[src/rtl/hazard_fwd_ctrl_pkg.sv]
// -----------------------------------------------------------------------------
// hazard_fwd_ctrl_pkg
// Shared definitions for the 5-stage MIPS hazard / forwarding controller:
//   - forwarding select codes driven to the D, E and M operand muxes
//   - the "source not used" Tuse code
//   - stage record types tracked for the instructions in E, M and W
//   - Tnew ageing helper
// -----------------------------------------------------------------------------
package hazard_fwd_ctrl_pkg;

   localparam int REC_AW = 5;   // register address width held in the records
   localparam int REC_TW = 2;   // Tnew / Tuse width held in the records

   // Forwarding select codes (D muxes use all four, E muxes 0..2, M mux 0..1)
   localparam logic [1:0] FWD_RF = 2'd0;
   localparam logic [1:0] FWD_W  = 2'd1;
   localparam logic [1:0] FWD_M  = 2'd2;
   localparam logic [1:0] FWD_E  = 2'd3;

   // Tuse value meaning "this source register is not read"
   localparam logic [1:0] TUSE_NONE = 2'd3;

   // Destination half of a record: who is written and how many cycles until
   // the result exists.
   typedef struct packed {
      logic [REC_AW-1:0] a3;
      logic [REC_TW-1:0] tnew;
   } dst_t;

   // Full stage record {A3, Tnew, rs, rt}, as held for the instruction in E.
   typedef struct packed {
      dst_t              dst;
      logic [REC_AW-1:0] rs;
      logic [REC_AW-1:0] rt;
   } stage_rec_t;

   // M-stage record: the only M-stage consumer of a source register is the
   // store-data mux, which reads rt, so rs is not carried past E.
   typedef struct packed {
      dst_t              dst;
      logic [REC_AW-1:0] rt;
   } m_rec_t;

   // Tnew one stage later: max(tnew - 1, 0)
   function automatic logic [REC_TW-1:0] tnew_dec(input logic [REC_TW-1:0] t);
      logic [REC_TW-1:0] r;
      if (t == {REC_TW{1'b0}}) begin
         r = {REC_TW{1'b0}};
      end else begin
         r = t - {{(REC_TW-1){1'b0}}, 1'b1};
      end
      return r;
   endfunction

endpackage

[src/rtl/hazard_fwd_ctrl_fwd_sel_pick.sv]
// -----------------------------------------------------------------------------
// hazard_fwd_ctrl_fwd_sel_pick
// Chooses the forwarding source for one source register. The nearest stage
// holding the register as its destination wins (E over M over W); if that
// stage's result is not ready yet (Tnew > 0) the select stays at the
// register-file / own-value path and the stall logic covers the hazard.
//
// Ports:
//   src    in   REC_AW  source register being read
//   e_en   in   1       allow the E record to be considered
//   m_en   in   1       allow the M record to be considered
//   e_dst  in   dst_t   E record destination/Tnew
//   m_dst  in   dst_t   M record destination/Tnew
//   w_dst  in   dst_t   W record destination/Tnew
//   sel    out  2       FWD_RF / FWD_W / FWD_M / FWD_E
// -----------------------------------------------------------------------------
module hazard_fwd_ctrl_fwd_sel_pick
   import hazard_fwd_ctrl_pkg::*;
(
   input  logic [REC_AW-1:0] src,
   input  logic              e_en,
   input  logic              m_en,
   input  dst_t              e_dst,
   input  dst_t              m_dst,
   input  dst_t              w_dst,
   output logic [1:0]        sel
);

   // Priority pick: $0 never forwards; a nearer match that is not ready
   // blocks older stages rather than falling through to them.
   always_comb begin
      sel = FWD_RF;
      if (src == {REC_AW{1'b0}}) begin
         sel = FWD_RF;
      end else if (e_en && (e_dst.a3 == src)) begin
         sel = (e_dst.tnew == {REC_TW{1'b0}}) ? FWD_E : FWD_RF;
      end else if (m_en && (m_dst.a3 == src)) begin
         sel = (m_dst.tnew == {REC_TW{1'b0}}) ? FWD_M : FWD_RF;
      end else if (w_dst.a3 == src) begin
         sel = (w_dst.tnew == {REC_TW{1'b0}}) ? FWD_W : FWD_RF;
      end else begin
         sel = FWD_RF;
      end
   end

endmodule

[src/rtl/hazard_fwd_ctrl.sv]
// -----------------------------------------------------------------------------
// hazard_fwd_ctrl
// Hazard and forwarding controller for a 5-stage MIPS pipeline (F/D/E/M/W).
// Tracks destination register and Tnew of the instructions in E, M and W,
// raises the D-stage stall when a source is needed before it can be produced,
// and generates the forwarding selects for the D, E and M operand muxes.
//
// Ports:
//   clk           in   1       system clock, rising edge
//   reset         in   1       asynchronous, active-high; clears all records
//   D_rs, D_rt    in   REG_AW  source registers of the instruction in D
//   D_Tuse_rs/rt  in   TW      cycles until D needs rs/rt (3 = unused)
//   D_A3          in   REG_AW  destination of D's instruction (0 = none)
//   D_Tnew        in   TW      Tnew on entering E
//   stall         out  1       freeze PC and F/D, bubble into D/E
//   D_fwd_rs_sel  out  2       0 = RF, 1 = W, 2 = M, 3 = E
//   D_fwd_rt_sel  out  2       same encoding
//   E_fwd_a_sel   out  2       0 = E_RD1, 1 = W, 2 = M
//   E_fwd_b_sel   out  2       0 = E_RD2, 1 = W, 2 = M
//   M_fwd_rt_sel  out  1       0 = M_RD2, 1 = W
//   stall_cnt     out  CNT_W   number of stalled cycles (wraps)
//
// Stall and selects are combinational from the records and D inputs; the
// records themselves advance on the next rising edge. REG_AW and TW must
// match REC_AW / REC_TW in the package.
// -----------------------------------------------------------------------------
module hazard_fwd_ctrl
   import hazard_fwd_ctrl_pkg::*;
#(
   parameter int REG_AW = 5,
   parameter int TW     = 2,
   parameter int CNT_W  = 32
)(
   input  logic              clk,
   input  logic              reset,
   input  logic [REG_AW-1:0] D_rs,
   input  logic [REG_AW-1:0] D_rt,
   input  logic [TW-1:0]     D_Tuse_rs,
   input  logic [TW-1:0]     D_Tuse_rt,
   input  logic [REG_AW-1:0] D_A3,
   input  logic [TW-1:0]     D_Tnew,
   output logic              stall,
   output logic [1:0]        D_fwd_rs_sel,
   output logic [1:0]        D_fwd_rt_sel,
   output logic [1:0]        E_fwd_a_sel,
   output logic [1:0]        E_fwd_b_sel,
   output logic              M_fwd_rt_sel,
   output logic [CNT_W-1:0]  stall_cnt
);

   stage_rec_t       e_q, e_d;
   m_rec_t           m_q, m_d;
   dst_t             w_q, w_d;
   logic [CNT_W-1:0] stall_cnt_q, stall_cnt_d;

   logic             stall_s;
   logic             rs_live_s, rt_live_s;
   logic [1:0]       m_rt_pick_s;

   // Stall: a live source collides with an E/M producer whose result arrives
   // after the source is needed. W always has Tnew = 0 and is never checked.
   always_comb begin
      rs_live_s = (|D_rs) && (D_Tuse_rs != TUSE_NONE);
      rt_live_s = (|D_rt) && (D_Tuse_rt != TUSE_NONE);
      stall_s   = (rs_live_s && (e_q.dst.a3 == D_rs) && (D_Tuse_rs < e_q.dst.tnew)) ||
                  (rs_live_s && (m_q.dst.a3 == D_rs) && (D_Tuse_rs < m_q.dst.tnew)) ||
                  (rt_live_s && (e_q.dst.a3 == D_rt) && (D_Tuse_rt < e_q.dst.tnew)) ||
                  (rt_live_s && (m_q.dst.a3 == D_rt) && (D_Tuse_rt < m_q.dst.tnew));
   end

   // Next record values: a stall injects a bubble into E while M and W keep
   // draining, so older producers continue to age towards Tnew = 0.
   always_comb begin
      if (stall_s) begin
         e_d.dst.a3   = {REC_AW{1'b0}};
         e_d.dst.tnew = {REC_TW{1'b0}};
         e_d.rs       = {REC_AW{1'b0}};
         e_d.rt       = {REC_AW{1'b0}};
         stall_cnt_d  = stall_cnt_q + {{(CNT_W-1){1'b0}}, 1'b1};
      end else begin
         e_d.dst.a3   = D_A3;
         e_d.dst.tnew = D_Tnew;
         e_d.rs       = D_rs;
         e_d.rt       = D_rt;
         stall_cnt_d  = stall_cnt_q;
      end
      m_d.dst.a3   = e_q.dst.a3;
      m_d.dst.tnew = tnew_dec(e_q.dst.tnew);
      m_d.rt       = e_q.rt;
      w_d.a3       = m_q.dst.a3;
      w_d.tnew     = tnew_dec(m_q.dst.tnew);
   end

   // Stage records and stall counter
   always_ff @(posedge clk or posedge reset) begin
      if (reset) begin
         e_q         <= '{dst: '{a3: {REC_AW{1'b0}}, tnew: {REC_TW{1'b0}}},
                          rs: {REC_AW{1'b0}}, rt: {REC_AW{1'b0}}};
         m_q         <= '{dst: '{a3: {REC_AW{1'b0}}, tnew: {REC_TW{1'b0}}},
                          rt: {REC_AW{1'b0}}};
         w_q         <= '{a3: {REC_AW{1'b0}}, tnew: {REC_TW{1'b0}}};
         stall_cnt_q <= {CNT_W{1'b0}};
      end else begin
         e_q         <= e_d;
         m_q         <= m_d;
         w_q         <= w_d;
         stall_cnt_q <= stall_cnt_d;
      end
   end

   // D-stage selects may take E, M or W
   hazard_fwd_ctrl_fwd_sel_pick u_pick_d_rs (
      .src   (D_rs),
      .e_en  (1'b1),
      .m_en  (1'b1),
      .e_dst (e_q.dst),
      .m_dst (m_q.dst),
      .w_dst (w_q),
      .sel   (D_fwd_rs_sel)
   );

   hazard_fwd_ctrl_fwd_sel_pick u_pick_d_rt (
      .src   (D_rt),
      .e_en  (1'b1),
      .m_en  (1'b1),
      .e_dst (e_q.dst),
      .m_dst (m_q.dst),
      .w_dst (w_q),
      .sel   (D_fwd_rt_sel)
   );

   // E-stage selects look back at M and W only, for the E record's sources
   hazard_fwd_ctrl_fwd_sel_pick u_pick_e_a (
      .src   (e_q.rs),
      .e_en  (1'b0),
      .m_en  (1'b1),
      .e_dst (e_q.dst),
      .m_dst (m_q.dst),
      .w_dst (w_q),
      .sel   (E_fwd_a_sel)
   );

   hazard_fwd_ctrl_fwd_sel_pick u_pick_e_b (
      .src   (e_q.rt),
      .e_en  (1'b0),
      .m_en  (1'b1),
      .e_dst (e_q.dst),
      .m_dst (m_q.dst),
      .w_dst (w_q),
      .sel   (E_fwd_b_sel)
   );

   // M-stage store data can only come from W
   hazard_fwd_ctrl_fwd_sel_pick u_pick_m_rt (
      .src   (m_q.rt),
      .e_en  (1'b0),
      .m_en  (1'b0),
      .e_dst (e_q.dst),
      .m_dst (m_q.dst),
      .w_dst (w_q),
      .sel   (m_rt_pick_s)
   );

   assign M_fwd_rt_sel = (m_rt_pick_s == FWD_W);
   assign stall        = stall_s;
   assign stall_cnt    = stall_cnt_q;

endmodule

[config.mk]
export PLATFORM = sky130hd
export DESIGN_NAME = hazard_fwd_ctrl
export DESIGN_NICKNAME = d
export VERILOG_FILES = /design/src/rtl/hazard_fwd_ctrl_pkg.sv /design/src/rtl/hazard_fwd_ctrl_fwd_sel_pick.sv /design/src/rtl/hazard_fwd_ctrl.sv
export SDC_FILE = /design/constraint.sdc
export NUM_CORES = 1
export LEC_CHECK = 0
export ABC_CLOCK_PERIOD_IN_PS = 2500
export CORE_ASPECT_RATIO = 1.5
export CORE_MARGIN = 2
export CORE_UTILIZATION = 53
export CTS_CLUSTER_SIZE = 14
export DETAILED_ROUTE_END_ITERATION = 7
export PLACE_DENSITY_LB_ADDON = 0.05
export SYNTH_ARGS = -nofsm -noshare
export SYNTH_HDL_FRONTEND = slang
export SYNTH_SLANG_ARGS = --single-unit
[constraint.sdc]
create_clock -name clk -period 2.5 [get_ports clk]
set_input_delay 0.5 -clock clk [delete_from_list [all_inputs] [get_ports clk]]
set_output_delay 0.5 -clock clk [all_outputs]
set_load 0.1 [all_outputs]
==> qor.csv <==
stage,metric,value,unit
cells_and_area,num_antenna_cells,0,
logic_synthesis,yosysMostFrequentCell,dfrtp_1,
logic_synthesis,avgSynthCellArea,10.5,sq um
logic_synthesis,synth-seq-cells,68,
cts,cts_tree,built,
logic_synthesis,syn-num-nets,369,
power,switching_share,32.0,%
run,maxCapViolCount,0,
cells_and_area,area_growth,42.6,%
cts,clk_pin_slew,0.07,ns
route,routed_wl,9.41,mm
timing,hold_viol_final,0,
route,ant_nets,0,
worst_setup_path,worst_path_largest_cell_delay,0.44,ns
power,p_leak,0.00220,uW
grt,grt_usage,26.3,%
worst_setup_path,critical-path-top-delay-family,simple AND/OR/NAND/NOR gates,
cts,h-tree-depth,3,
worst_setup_path,worst_setup_path_start_kind,flop,
worst_setup_path,r2r_start,m_q[9],
timing,slew_headroom,60.1,%
logic_synthesis,yosysTopAreaCellShare,47.7,%
logic_synthesis,synthTopCellsByArea,"dfrtp_1 (48%), xnor2_1 (12%), xor2_1 (8.6%), and2_1 (4.0%), o2111ai_1 (2.2%)",
logic_synthesis,synthCells,341,
timing,fin_skew,0.00714,ns
worst_setup_path,crit_buf_inv,2,
run_status,failed_checks,negative setup slack,
grt,antenna_found_initial,0,
timing,whs,0.471,ns
power,peakVddDrop,0.432,mV
timing,grt_setup_unrepaired,true,
placement,hpwl,6.43,mm
worst_setup_path,crit_arrival,2.10,ns
placement,dp.cells,492,
cts,cts_max_path_buffers,2,
power,p_switching,941,uW
placement,placed_cell_area,4560,sq um
placement,portBuffers,64,
power,total_power,2940,uW
cells_and_area,fin_nets,477,
worst_setup_path,worst-path-stages,7,
placement,place_congestion,0.893,
floorplanning,fp.dieArea,7420,sq um
grt,grt.overflow.total,0,
route,viasPerCell,5.58,
power,power_frac_seq,43.0,%
logic_synthesis,yosysUniqueCellTypes,33,
grt,grt_max_degree,31,
timing,worstMarginPinSlew,0.597,ns
timing,period_needed,2.60,ns
logic_synthesis,yosysWarnings,0,
route,drc,0,
worst_hold_path,hp-start,e_q[4],
logic_synthesis,synthArstFlopShare,100,%
floorplanning,start_util,54.7,%
grt,grt_pass1_wl,15.1,mm
run_status,status,finished with violations,
logic_synthesis,synth_edf_count,0,
timing,setup_tns,-0.288,ns
power,power_density,578,nW/um^2
worst_setup_path,path_class,reg -> out,
route,dr.pass1.iters,4,
timing,final-setup-viol-count,3,
cells_and_area,layout-drive-gt1-share,34.4,%
worst_setup_path,timing.rr.end,stall_cnt[31],
worst_setup_path,path_common_cell,buf_12,
route,wl_per_cell,17.8,um
cells_and_area,final_area,5090,sq um
cts,clock-sinks,68,
worst_setup_path,cp-endpoint,D_fwd_rs_sel[1],
timing,fin_crit_sh,104,%
power,p_int,2000,uW
route,drt-initial-drc-count,198,
cells_and_area,final_cells,529,
worst_hold_path,hp-class,reg -> reg,
route,routed-via-count,2952,
worst_setup_path,crit_required,2.00,ns
cts,cts_buffers,9,
floorplanning,rows,36,
logic_synthesis,netlist_area,3570,sq um
worst_setup_path,rr_worst_depth,9,
worst_setup_path,crit_path_end_kind,primary output,
worst_setup_path,r2r_slack,0.16,ns
logic_synthesis,yosysTopAreaCell,dfrtp_1,
cts,clock_latency,0.34,ns
floorplanning,die_h,105,um
floorplanning,design.core.area,6530,sq um
floorplanning,die_x,71.0,um
worst_setup_path,path_max_fanout,2,
worst_setup_path,startpoint,e_q[14],
floorplanning,boundaryPins,65,
worst_setup_path,cp_cell_sequence,"buf_12, xor2_1, nor3_2, nand2_1, or3_4, a21oi_4, buf_12",
timing,maxSlewViolCount,0,
timing,fmax,385,MHz
cts,cts_root_buffer,clkbuf_8,
logic_synthesis,synth_common_cells,"dfrtp_1 (68), xnor2_1 (50), xor2_1 (35), and2_1 (23), nor2_1 (20)",
logic_synthesis,ys_seq_area_share,47.7,%
logic_synthesis,synth-main-ff-cell,dfrtp_1,
timing,layout_setup_ws,-0.0987,ns
worst_setup_path,cp_slowest_cell,dfrtp_2,
power,clockPowerShare,31.5,%
grt,grt_pass1_vias,3052,
power,comb_power_share,25.5,%
## through the flow
stage	util, %	setup slack, ns
2_1_floorplan	-	0.0566
3_3_place_gp	69.8	-0.348
3_5_place_dp	69.8	-0.359
4_1_cts	75.3	-0.0812
5_1_grt	77.9	-0.165
6_report	77.9	-0.0987
## placed cells by master (no fill, tap or decap), types with 3 or more instances in the layout
| cell type | instances |
|---|---|
| buf_4 | 75 |
| dfrtp_1 | 59 |
| xnor2_1 | 50 |
| xor2_1 | 34 |
| and2_1 | 23 |
| buf_12 | 14 |
| nand3_1 | 13 |
| nor2_1 | 12 |
| o21ai_1 | 12 |
| clkbuf_8 | 12 |
| clkdlybuf4s50_1 | 10 |
| o2111ai_1 | 9 |
| dfrtp_2 | 9 |
| o211ai_1 | 8 |
| nand4_1 | 7 |
| nand2_1 | 7 |
| dlygate4sd2_1 | 7 |
| inv_1 | 6 |
| a21oi_2 | 5 |
| nor3_2 | 5 |
| and3_1 | 5 |
| nor3_1 | 5 |
| ha_1 | 5 |
| nor2_4 | 4 |
| nor2_2 | 4 |
| and4_1 | 4 |
| nor4_1 | 4 |
| nand2b_1 | 3 |
| a21oi_1 | 3 |
| or4_1 | 3 |
## worst register-to-register path: stages, from the launching register on
cell	delay [ns]
dfrtp_2	0.46
xor2_1	0.20
nor3_2	0.26
nand3_1	0.16
a221oi_4	0.33
buf_4	0.16
buf_4	0.10
buf_6	0.23
o2111ai_1	0.18
xnor2_1	0.17
## flip-flops by register name, indices dropped and copies added, names as in the netlist
name,count
e_q,17
m_q,12
stall_cnt,32
w_q,7
## power groups by stage
| stage | clock network (uW) | logic [uW] | registers (uW) |
|---|---|---|---|
| 2_1_floorplan | 0 | 304 | 1410 |
| 3_3_place_gp | 0 | 656 | 1280 |
| 3_5_place_dp | 0 | 668 | 1280 |
| 4_1_cts | 947 | 702 | 1260 |
| 5_1_grt | 995 | 790 | 1270 |
| 6_report | 925 | 750 | 1260 |
## worst min path at each step
stage,slack [ns],cells past startpoint,to
2_1_floorplan,0.41,0,m_q[10]
3_3_place_gp,0.44,0,m_q[3]
3_5_place_dp,0.45,0,m_q[1]
4_1_cts,0.47,0,m_q[4]
5_1_grt,0.48,2,e_q[5]
6_report,0.47,0,m_q[4]
## area by class of cell
class                      instances  area, sq um
multi-input combinational        249         1980
sequential                        68         1710
fill                             453         1440
timing repair buffer             113         1070
clock buffer                      14          173
tap                               76         95.1
clock inverter                     1         30.0
inverter                           8         30.0
## routing by layer
layer	track usage [%]	wire length, um
met2	47.1	5380
met5	0	0
met3	5.81	338
met4	11.2	201
met1	29.3	3490
## kinds of logic (layout without fill, tap and decap cells)
logic type	count (synthesis)	count (layout)	synth area share, %
compound gates	43	43	8.27
xor+xnor	85	85	20.9
fa+ha+maj	5	5	1.75
buf+inv	24	136	2.87
flops	68	68	47.7
mux	1	1	0.420
simple gates	115	115	18.2
## repair_timing
action	4_1_cts	5_1_grt
hold buffers	0	0
setup buffers	11	11
endpoints found under the hold margin	0	0
setup endpoints to repair	6	9
cloned	0	0
gates resized for setup	35	27
pin swaps	12	13
(Power assumes the default switching activity.)
